### src/rtl/wb_uart_slave.sv
// Wishbone classic responder for the UART data/status words: small TX/RX byte
// FIFOs feeding an 8N1 serial transmitter and a mid-bit sampling receiver.
module wb_uart_slave #(
    parameter int CLKS_PER_BIT = 434,
    parameter int FIFO_DEPTH   = 4
) (
    input  logic        clk,
    input  logic        rst,
    input  logic        wb_cyc_i,
    input  logic        wb_stb_i,
    input  logic        wb_we_i,
    input  logic [31:0] wb_adr_i,
    input  logic [3:0]  wb_sel_i,
    input  logic [31:0] wb_dat_i,
    output logic [31:0] wb_dat_o,
    output logic        wb_ack_o,
    input  logic        uart_rxd,
    output logic        uart_txd,
    output logic        rx_irq_o
);

    localparam int CW = $clog2(CLKS_PER_BIT);
    localparam int AW = $clog2(FIFO_DEPTH);
    localparam logic [CW-1:0] LAST = CW'(CLKS_PER_BIT - 1);
    localparam logic [CW-1:0] HALF = CW'(CLKS_PER_BIT / 2 - 1);
    localparam logic [AW:0]   FULL_CNT = (AW + 1)'(FIFO_DEPTH);

    typedef enum logic [1:0] {S_IDLE, S_START, S_DATA, S_STOP} state_t;

    logic          req, is_stat, tx_push_req, rx_pop, stat_rd;
    logic [31:0]   rdata;
    logic          overrun, frame_err;
    logic          unused_bits;

    logic [7:0]    tx_mem [FIFO_DEPTH];
    logic [AW-1:0] tx_wp, tx_rp;
    logic [AW:0]   tx_count;
    logic          tx_empty, tx_full, tx_push, tx_pop, tx_idle;
    state_t        tx_state;
    logic [CW-1:0] tx_cnt;
    logic [2:0]    tx_bit;
    logic [7:0]    tx_shift;

    logic [7:0]    rx_mem [FIFO_DEPTH];
    logic [AW-1:0] rx_wp, rx_rp;
    logic [AW:0]   rx_count;
    logic          rx_empty, rx_full, rx_push, rx_do_push, rx_do_pop;
    logic          rx_stop_sample, fe_set, ov_set;
    logic [1:0]    rx_sync;
    logic          rx_bit;
    state_t        rx_state;
    logic [CW-1:0] rx_cnt;
    logic [2:0]    rx_bit_idx;
    logic [7:0]    rx_shift;

    assign unused_bits = ^{wb_adr_i[31:3], wb_adr_i[1:0], wb_sel_i[3:1], wb_dat_i[31:8]};

    // The ~ack term makes a held strobe re-acknowledge only every second cycle.
    assign req         = wb_cyc_i & wb_stb_i & ~wb_ack_o;
    assign is_stat     = wb_adr_i[2];
    assign tx_push_req = req & wb_we_i & ~is_stat & wb_sel_i[0];
    assign rx_pop      = req & ~wb_we_i & ~is_stat;
    assign stat_rd     = req & ~wb_we_i & is_stat;

    assign tx_empty = (tx_count == '0);
    assign tx_full  = (tx_count == FULL_CNT);
    assign tx_pop   = ~tx_empty & ((tx_state == S_IDLE) || (tx_state == S_STOP && tx_cnt == LAST));
    assign tx_push  = tx_push_req & (~tx_full | tx_pop);
    assign tx_idle  = tx_empty & (tx_state == S_IDLE);

    assign rx_empty       = (rx_count == '0);
    assign rx_full        = (rx_count == FULL_CNT);
    assign rx_bit         = rx_sync[1];
    assign rx_stop_sample = (rx_state == S_STOP) && (rx_cnt == LAST);
    assign rx_push        = rx_stop_sample & rx_bit;
    assign fe_set         = rx_stop_sample & ~rx_bit;
    assign rx_do_pop      = rx_pop & ~rx_empty;
    assign rx_do_push     = rx_push & (~rx_full | rx_do_pop);
    assign ov_set         = rx_push & rx_full & ~rx_do_pop;
    assign rx_irq_o       = ~rx_empty;

    // NOTE: every path assigns rdata a default first so no latch is inferred.
    always_comb begin
        rdata = '0;
        if (is_stat)
            rdata = {27'b0, frame_err, overrun, tx_idle, ~rx_empty, ~tx_full};
        else if (!rx_empty)
            rdata = {24'b0, rx_mem[rx_rp]};
    end

    // NOTE: sequential state uses non-blocking assignments so every flop samples pre-edge values.
    always_ff @(posedge clk) begin
        if (rst) begin
            wb_ack_o  <= 1'b0;
            wb_dat_o  <= '0;
            overrun   <= 1'b0;
            frame_err <= 1'b0;
        end else begin
            wb_ack_o  <= req;
            wb_dat_o  <= (req & ~wb_we_i) ? rdata : '0;
            overrun   <= ov_set | (overrun & ~stat_rd);
            frame_err <= fe_set | (frame_err & ~stat_rd);
        end
    end

    always_ff @(posedge clk) begin
        if (rst) begin
            tx_wp    <= '0;
            tx_rp    <= '0;
            tx_count <= '0;
            rx_wp    <= '0;
            rx_rp    <= '0;
            rx_count <= '0;
        end else begin
            if (tx_push) tx_wp <= tx_wp + 1'b1;
            if (tx_pop)  tx_rp <= tx_rp + 1'b1;
            case ({tx_push, tx_pop})
                2'b10:   tx_count <= tx_count + 1'b1;
                2'b01:   tx_count <= tx_count - 1'b1;
                default: tx_count <= tx_count;
            endcase
            if (rx_do_push) rx_wp <= rx_wp + 1'b1;
            if (rx_do_pop)  rx_rp <= rx_rp + 1'b1;
            case ({rx_do_push, rx_do_pop})
                2'b10:   rx_count <= rx_count + 1'b1;
                2'b01:   rx_count <= rx_count - 1'b1;
                default: rx_count <= rx_count;
            endcase
        end
    end

    // NOTE: FIFO storage has no reset; the pointers and counts alone define validity.
    always_ff @(posedge clk) begin
        if (tx_push)    tx_mem[tx_wp] <= wb_dat_i[7:0];
        if (rx_do_push) rx_mem[rx_wp] <= rx_shift;
    end

    always_ff @(posedge clk) begin
        if (rst) begin
            tx_state <= S_IDLE;
            tx_cnt   <= '0;
            tx_bit   <= '0;
            tx_shift <= '0;
            uart_txd <= 1'b1;
        end else begin
            case (tx_state)
                S_IDLE: begin
                    uart_txd <= 1'b1;
                    if (!tx_empty) begin
                        tx_shift <= tx_mem[tx_rp];
                        uart_txd <= 1'b0;
                        tx_cnt   <= '0;
                        tx_state <= S_START;
                    end
                end
                S_START: begin
                    if (tx_cnt == LAST) begin
                        tx_cnt   <= '0;
                        tx_bit   <= '0;
                        uart_txd <= tx_shift[0];
                        tx_state <= S_DATA;
                    end else tx_cnt <= tx_cnt + 1'b1;
                end
                S_DATA: begin
                    if (tx_cnt == LAST) begin
                        tx_cnt   <= '0;
                        tx_shift <= tx_shift >> 1;
                        if (tx_bit == 3'd7) begin
                            uart_txd <= 1'b1;
                            tx_state <= S_STOP;
                        end else begin
                            tx_bit   <= tx_bit + 1'b1;
                            uart_txd <= tx_shift[1];
                        end
                    end else tx_cnt <= tx_cnt + 1'b1;
                end
                S_STOP: begin
                    if (tx_cnt == LAST) begin
                        tx_cnt <= '0;
                        // Chain straight into the next start bit when more bytes wait.
                        if (!tx_empty) begin
                            tx_shift <= tx_mem[tx_rp];
                            uart_txd <= 1'b0;
                            tx_state <= S_START;
                        end else tx_state <= S_IDLE;
                    end else tx_cnt <= tx_cnt + 1'b1;
                end
                default: tx_state <= S_IDLE;
            endcase
        end
    end

    always_ff @(posedge clk) begin
        if (rst) begin
            rx_sync    <= 2'b11;
            rx_state   <= S_IDLE;
            rx_cnt     <= '0;
            rx_bit_idx <= '0;
            rx_shift   <= '0;
        end else begin
            rx_sync <= {rx_sync[0], uart_rxd};
            case (rx_state)
                S_IDLE: begin
                    if (!rx_bit) begin
                        rx_cnt   <= '0;
                        rx_state <= S_START;
                    end
                end
                S_START: begin
                    if (rx_cnt == HALF) begin
                        rx_cnt     <= '0;
                        rx_bit_idx <= '0;
                        rx_state   <= rx_bit ? S_IDLE : S_DATA;
                    end else rx_cnt <= rx_cnt + 1'b1;
                end
                S_DATA: begin
                    if (rx_cnt == LAST) begin
                        rx_cnt   <= '0;
                        rx_shift <= {rx_bit, rx_shift[7:1]};
                        if (rx_bit_idx == 3'd7) rx_state <= S_STOP;
                        else rx_bit_idx <= rx_bit_idx + 1'b1;
                    end else rx_cnt <= rx_cnt + 1'b1;
                end
                S_STOP: begin
                    if (rx_cnt == LAST) begin
                        rx_cnt   <= '0;
                        rx_state <= S_IDLE;
                    end else rx_cnt <= rx_cnt + 1'b1;
                end
                default: rx_state <= S_IDLE;
            endcase
        end
    end

endmodule
### config.mk
export PLATFORM = sky130hd
export DESIGN_NAME = wb_uart_slave
export DESIGN_NICKNAME = d
export VERILOG_FILES = /design/src/rtl/wb_uart_slave.sv
export SDC_FILE = /design/constraint.sdc
export NUM_CORES = 1
export LEC_CHECK = 0
export CAP_MARGIN = 25
export CORE_ASPECT_RATIO = 0.9
export CORE_MARGIN = 2
export CORE_UTILIZATION = 45
export CTS_CLUSTER_SIZE = 20
export DETAILED_ROUTE_END_ITERATION = 6
export GPL_ROUTABILITY_DRIVEN = 0
export GPL_TIMING_DRIVEN = 0
export PLACE_DENSITY = 0.72
export SYNTH_ARGS = -nofsm -noshare
export SYNTH_HDL_FRONTEND = slang
export SYNTH_SLANG_ARGS = --single-unit
export TNS_END_PERCENT = 5
### constraint.sdc
create_clock -name clk -period 8.1 [get_ports clk]
set_clock_uncertainty 0.1 [all_clocks]
set_input_delay 1.62 -clock clk [delete_from_list [all_inputs] [get_ports clk]]
set_output_delay 1.62 -clock clk [all_outputs]
set_load 0.03 [all_outputs]
==> results of run 1 <==
[registers in the layout, summed over array words and instances (netlist names), 3 cells and up, named ones only]
| register | count |
|---|---|
| rx_bit_idx | 3 |
| rx_cnt | 9 |
| rx_count | 3 |
| rx_mem | 32 |
| rx_shift | 8 |
| tx_bit | 3 |
| tx_cnt | 9 |
| tx_count | 3 |
| tx_mem | 32 |
| tx_shift | 8 |
| wb_dat_o | 8 |
[stage by stage]
stage	hold slack (ns)	power (µW)
2_1_floorplan	0.289	1080
3_3_place_gp	0.297	1140
3_5_place_dp	0.320	1160
4_1_cts	0.340	1970
5_1_grt	0.347	2050
6_report	0.340	1960
[metal layers]
metal	vias to the layer above	routed length, µm
met3	19	545
met5	-	0
met2	98	5930
met4	0	190
li1	1994	-
met1	1988	5580
[kinds of logic (layout without fill, tap and decap cells)]
family,count (synthesis),count (layout),share of synthesized area [%]
simple gates,160,160,13.6
flops,140,140,54.6
compound gates,74,74,8.43
buf+inv,66,124,5.59
mux,51,51,11.5
fa+ha+maj,25,25,5.20
xor+xnor,8,8,1.11
other cells,1,24,0.0594
[power by group through the flow]
stage	clock (µW)	combinational, µW	sequential [µW]
finish	815	346	800
global route	857	386	806
CTS	829	346	799
detailed placement	0	344	814
global placement	0	332	812
floorplan	0	269	811
[worst paths after layout]
kind	from	endpoint	slack (ns)
setup reg to reg	tx_cnt[0]$_SDFFE_PP0N_	tx_count[2]$_SDFFE_PP0P_	4.87
hold reg to reg	rx_sync[0]$_SDFF_PP1_	rx_sync[1]$_SDFF_PP1_	0.34
hold / removal	rx_sync[0]$_SDFF_PP1_	rx_sync[1]$_SDFF_PP1_	0.34
setup / recovery	wb_adr_i[2]	rx_count[2]$_SDFFE_PP0P_	3.98
[layout make-up]
class / instances / area (µm²) / share of cell area, %
flip-flops and latches: 140 / 3440 / 45.9
clock inverters: 11 / 168 / 2.24
repair buffers: 26 / 260 / 3.47
inverters: 20 / 75.1 / 1.00
multi-input cells: 342 / 2600 / 34.7
plain buffers: 46 / 278 / 3.70
clock buffers: 21 / 460 / 6.14
well taps: 172 / 215 / 2.87
[layout by cell type, fill, tap and decap left out, drive strengths merged, types with 9 or more instances in the layout]
cell           instances
dfxtp                 76
nor2                  65
edfxtp                64
clkbuf                36
buf                   31
clkdlybuf4s50         26
a21oi                 26
mux2i                 25
conb                  24
ha                    23
nand2                 22
inv                   20
mux4                  16
nand3                 12
a311oi                11
mux2                  10
and2                   9
o21ai                  9
==> impl_metrics.ini, run 1 <==
[floorplan]
core_area_um2 = 13900
rows = 41
die_h_um = 116
dieArea_um2 = 15000
die_w_um = 129
initial_utilization_pct = 45.5
ios = 109

[worst_setup_path]
cp_max_fo = 10
cp_top_family = buffers and inverters
startpoint_type = input port
cpPeakStageDelay_ns = 0.62
path_buf_inv = 3
crit_arrival_ns = 4.32
cp_cell_sequence = clkdlybuf4s50_1, buf_2, nor4_1, o21ai_0, fa_1, inv_1, nor3_1, a31oi_1, mux2_1
critPathSlowestCell = nor4_1
cp.depth = 9
worst_ep_required_time_ns = 8.30
end_kind = register
crit_type = input port to register
r2r_cells = 11

[cts]
ctsResizeCount = 0
clk-insertion-delay-late_ns = 0.42
cts.sinks = 140
cts_setup_buffers = 0
clk_pin_slew_ns = 0.06
htreeDepth = 4
cts_buffers = 17
cts_tree = built
cts_buffer_depth = 2
hold_buffers = 0
root_buffer = clkbuf_16

[job]
max-cap-violations = 0

[pwr]
p_int_uw = 1450
leakage_uw = 0.00275
p_seq_share_pct = 40.8
p_switching_uw = 514
power_density_nw_per_um2 = 262
ir_worst_vdd_mv = 0.186
swShare_pct = 26.2
p_comb_share_pct = 17.6
clkPwrFrac_pct = 41.6

[timing]
rsz0062_at_grt = no
hold_violations = 0
timing.final.ws_setup_ns = 3.98
maxSlewViolCount = 0
max_freq_mhz = 243
tightest_slew_ns = 0.719
slew_headroom_pct = 52.1
min_period_over_period_pct = 50.8
period_minus_slack_ns = 4.12
setup_tns_ns = 0
setup_viol = 0

[layout]
stdcell_count = 778
area_growth_pct = 18.9
n_antenna_cell = 0
post-route-util_pct = 54.1
design_area_um2 = 7500
drive_gt1_share_pct = 16.3
layout.nets = 692
fill_cells = 1147

[grt]
gr-usage-met2_pct = 28.5
grt_usage_pct = 17.3
grt_pass1_vias = 4047
grt_start_max_net_pins = 17
grt_pass1_wl_mm = 19.8
use_met1_pct = 21.5
grt_use_met3_pct = 4.67
grt_antenna_before_repair = 0
overflow = 0
grt_busiest_layer = met2

[yosys]
synth_top_area_share_pct = 30.5
synth_flop_cell = dfxtp_1
synth_edf_count = 64
synth-seq-area-share_pct = 54.6
ys_warn_count = 0
async_reset_ff_share_pct = 0
synth.avg_cell_area_um2 = 12.0
netlist_area_um2 = 6310
yosys.area.top_type = edfxtp_1
syn_inst = 525
synth_common_cells = 76 x dfxtp_1, 64 x edfxtp_1, 64 x nor2_1
synthMostInstantiatedCell = dfxtp_1
synth_cell_types = 63
synth.area.top_cells = edfxtp_1 30%, dfxtp_1 24%, mux4_2 5.7%
ys_seq_elements = 140

[hold_path]
hold_depth = 1
hold_path.class = register to register

[routing]
antenna_left = 0
first_pass_iters = 4
drt-total-wl_mm = 12.2
avgViaCountPerCell = 5.27
vias = 4099
drcViolationCount = 0
drtIter0Drc = 193
routedWlPerCell_um = 15.7

[placement]
io_buffers = 26
hpwl_mm = 8.45
post-place-ws_ns = 3.59
dp_cells = 746
placed_area_um2 = 6870

[status]
outcome = complete, no violations
Power figures use the tool's default switching activity.
==> inputs of run 2 (changes only) <==
==> constraint.sdc (replaced) <==
create_clock -name clk -period 4.25 [get_ports clk]
set_clock_uncertainty 0.1 [all_clocks]
set_input_delay 0.85 -clock clk [delete_from_list [all_inputs] [get_ports clk]]
set_output_delay 0.85 -clock clk [all_outputs]
set_load 0.03 [all_outputs]
==> results of run 2 <==
Same layout as run 1 (identical final DEF). Status: complete, no violations.
Main changes from that run: setup slack after placement 3.59 ns -> 0.515 ns; setup slack after layout 3.98 ns -> 0.904 ns; register-to-register setup slack 4.87 ns -> 1.02 ns; total power 1960 µW -> 3740 µW; worst IR drop on VDD 0.186 mV -> 0.355 mV
==> inputs of run 3 (changes only) <==
--- a/config.mk
+++ b/config.mk
@@ -13,7 +13,7 @@
 export DETAILED_ROUTE_END_ITERATION = 6
 export GPL_ROUTABILITY_DRIVEN = 0
 export GPL_TIMING_DRIVEN = 0
-export PLACE_DENSITY = 0.72
+export PLACE_DENSITY = 0.74
 export SYNTH_ARGS = -nofsm -noshare
 export SYNTH_HDL_FRONTEND = slang
 export SYNTH_SLANG_ARGS = --single-unit
==> constraint.sdc (replaced) <==
create_clock -name clk -period 2.8 [get_ports clk]
set_clock_uncertainty 0.1 [all_clocks]
set_input_delay 0.56 -clock clk [delete_from_list [all_inputs] [get_ports clk]]
set_output_delay 0.56 -clock clk [all_outputs]
set_load 0.03 [all_outputs]
==> run 3 against run 2 <==
  * The run now ends with setup timing left
  * Largest cell class unchanged
  * Clock power grew 50%
  * Sequential power grew 53%
  * First-iteration DRC count shrank 0.52%
  * Utilization grew 0.78 points
  * Critical path depth grew 3
  * Via count grew 1.9%
  * Global-route usage grew 0.18 points
  * Final area grew 1.4%
  * Clock-buffer cell count grew 2
  * Flip-flop and latch count is the same
  * Critical path type is now register to register
==> impl_metrics.ini, run 3 (synthesized netlist as in run 1, its figures left out) <==
[status]
outcome = finished, violations left
violations = setup timing

[timing]
holdWs_ns = 0.316
period_minus_slack_ns = 2.83
hold_violations = 0
min_period_over_period_pct = 101
maxSlewViolCount = 0
rsz0062_at_grt = yes
max_freq_mhz = 353
slew_headroom_pct = 53.5
timing.final.ws_setup_ns = -0.0329
setup_viol = 1
tightest_slew_ns = 0.698

[grt]
grt_usage_pct = 17.5
grt_antenna_before_repair = 0
grt_pass1_wl_mm = 20.0
grt_pass1_vias = 4158
overflow = 0
grt_start_max_net_pins = 17

[routing]
vias = 4177
drcViolationCount = 0
avgViaCountPerCell = 5.33
first_pass_iters = 4
drtIter0Drc = 192
antenna_left = 0
routedWlPerCell_um = 15.9
drt-total-wl_mm = 12.4

[cts]
root_buffer = clkbuf_16
cts_tree = built
cts_buffers = 17
cts_buffer_depth = 2
htreeDepth = 4
cts.sinks = 140
clk_pin_slew_ns = 0.06
clk-insertion-delay-late_ns = 0.42

[floorplan]
die_w_um = 129
die_h_um = 116
rows = 41
initial_utilization_pct = 45.5
dieArea_um2 = 15000
ios = 109
core_area_um2 = 13900

[placement]
post-place-ws_ns = -0.634
dp_cells = 746
hpwl_mm = 8.48
placed_area_um2 = 6880
io_buffers = 26

[pwr]
leakage_uw = 0.00280
power_density_nw_per_um2 = 751
ir_worst_vdd_mv = 0.437

[worst_setup_path]
r2r_start = tx_cnt[1]$_SDFFE_PP0N_
startpoint_type = register
end_kind = register
crit_type = register to register
worst_ep_required_time_ns = 3.04
crit_arrival_ns = 3.07
cp_max_fo = 6
cp-startpoint = tx_cnt[1]$_SDFFE_PP0N_

[layout]
layout_commonest_cell = dfxtp_1
design_area_um2 = 7610
n_antenna_cell = 0
most-common-layout-cells = 74 x dfxtp_1, 64 x nor2_1, 64 x edfxtp_1
top_regs = rx_mem (32), tx_mem (32)
drive_gt1_share_pct = 19.1
area_growth_pct = 20.6
stdcell_count = 783
layout.nets = 697
post-route-util_pct = 54.9

[job]
max-cap-violations = 0

[hold_path]
hold_path.class = register to register
hp-start = rx_sync[0]$_SDFF_PP1_
[run 3: cell types whose count changed in the layout (fill, tap and decap cells not counted), sizes merged]
cell	previous run	this run
buf	31	36
bufinv	4	3
clkbuf	36	38
clkinvlp	4	2
inv	20	21
[run 3: per-stage QoR]
| step | total power (µW) | TNS, ns |
|---|---|---|
| after floorplan | 3130 | 0 |
| after global placement | 3310 | -11.31 |
| after detailed placement | 3360 | -13.45 |
| after CTS | 5690 | 0 |
| after global routing | 5950 | -0.159 |
| final | 5710 | -0.0329 |
[run 3: area by class of cell]
| type | instances | area, µm² |
|---|---|---|
| buffer | 46 | 284 |
| fill | 1134 | 6240 |
| timing repair buffer | 31 | 298 |
| clock inverter | 9 | 136 |
| sequential | 140 | 3450 |
| inverter | 20 | 75.1 |
| clock buffer | 23 | 488 |
| multi-input combinational | 342 | 2660 |
| tap | 172 | 215 |
[run 3: what timing repair did]
| action | in CTS | in global routing |
|---|---|---|
| endpoints found under the hold margin | 0 | 0 |
| buffers inserted | 1 | 4 |
| hold buffers | 0 | 0 |
| pin swaps | 1 | 1 |
| setup endpoints to repair | 2 | 27 |
| resized for setup | 2 | 14 |
[run 3: power by group]
part / switching (µW) / internal (µW) / total [µW] / leakage [µW]
Sequential: 84.3 / 2240 / 2320 / 0.00120
Combinational: 605 / 455 / 1060 / 0.00130
Clock: 828 / 1500 / 2330 / 0.000300
Total: 1520 / 4190 / 5710 / 0.00280
[run 3: worst paths after layout]
kind                               to  slack, ns  depth (start not counted)
max          tx_count[2]$_SDFFE_PP0P_      -0.03                         12
min             rx_sync[1]$_SDFF_PP1_       0.32                          1
max reg2reg  tx_count[2]$_SDFFE_PP0P_      -0.03                         12
min reg2reg     rx_sync[1]$_SDFF_PP1_       0.32                          1
[run 3: metal layers]
layer | global-route usage [%] | routed length [µm] | share of wire, %
met3 | 4.31 | 571 | 4.6
met2 | 30.4 | 6210 | 50
met1 | 20.9 | 5450 | 44
met4 | 7.10 | 211 | 1.7
met5 | 0 | 0 | 0
[run 3: critical path, cell delays in order, from the launching register on]
cell	delay, ns
dfxtp_4	0.36
inv_1	0.05
ha_1	0.12
and4b_1	0.22
buf_6	0.13
nand3_4	0.10
a2111oi_4	0.39
inv_1	0.13
ha_4	0.18
fa_2	0.36
xnor2_2	0.15
or3_1	0.31
a21oi_1	0.14
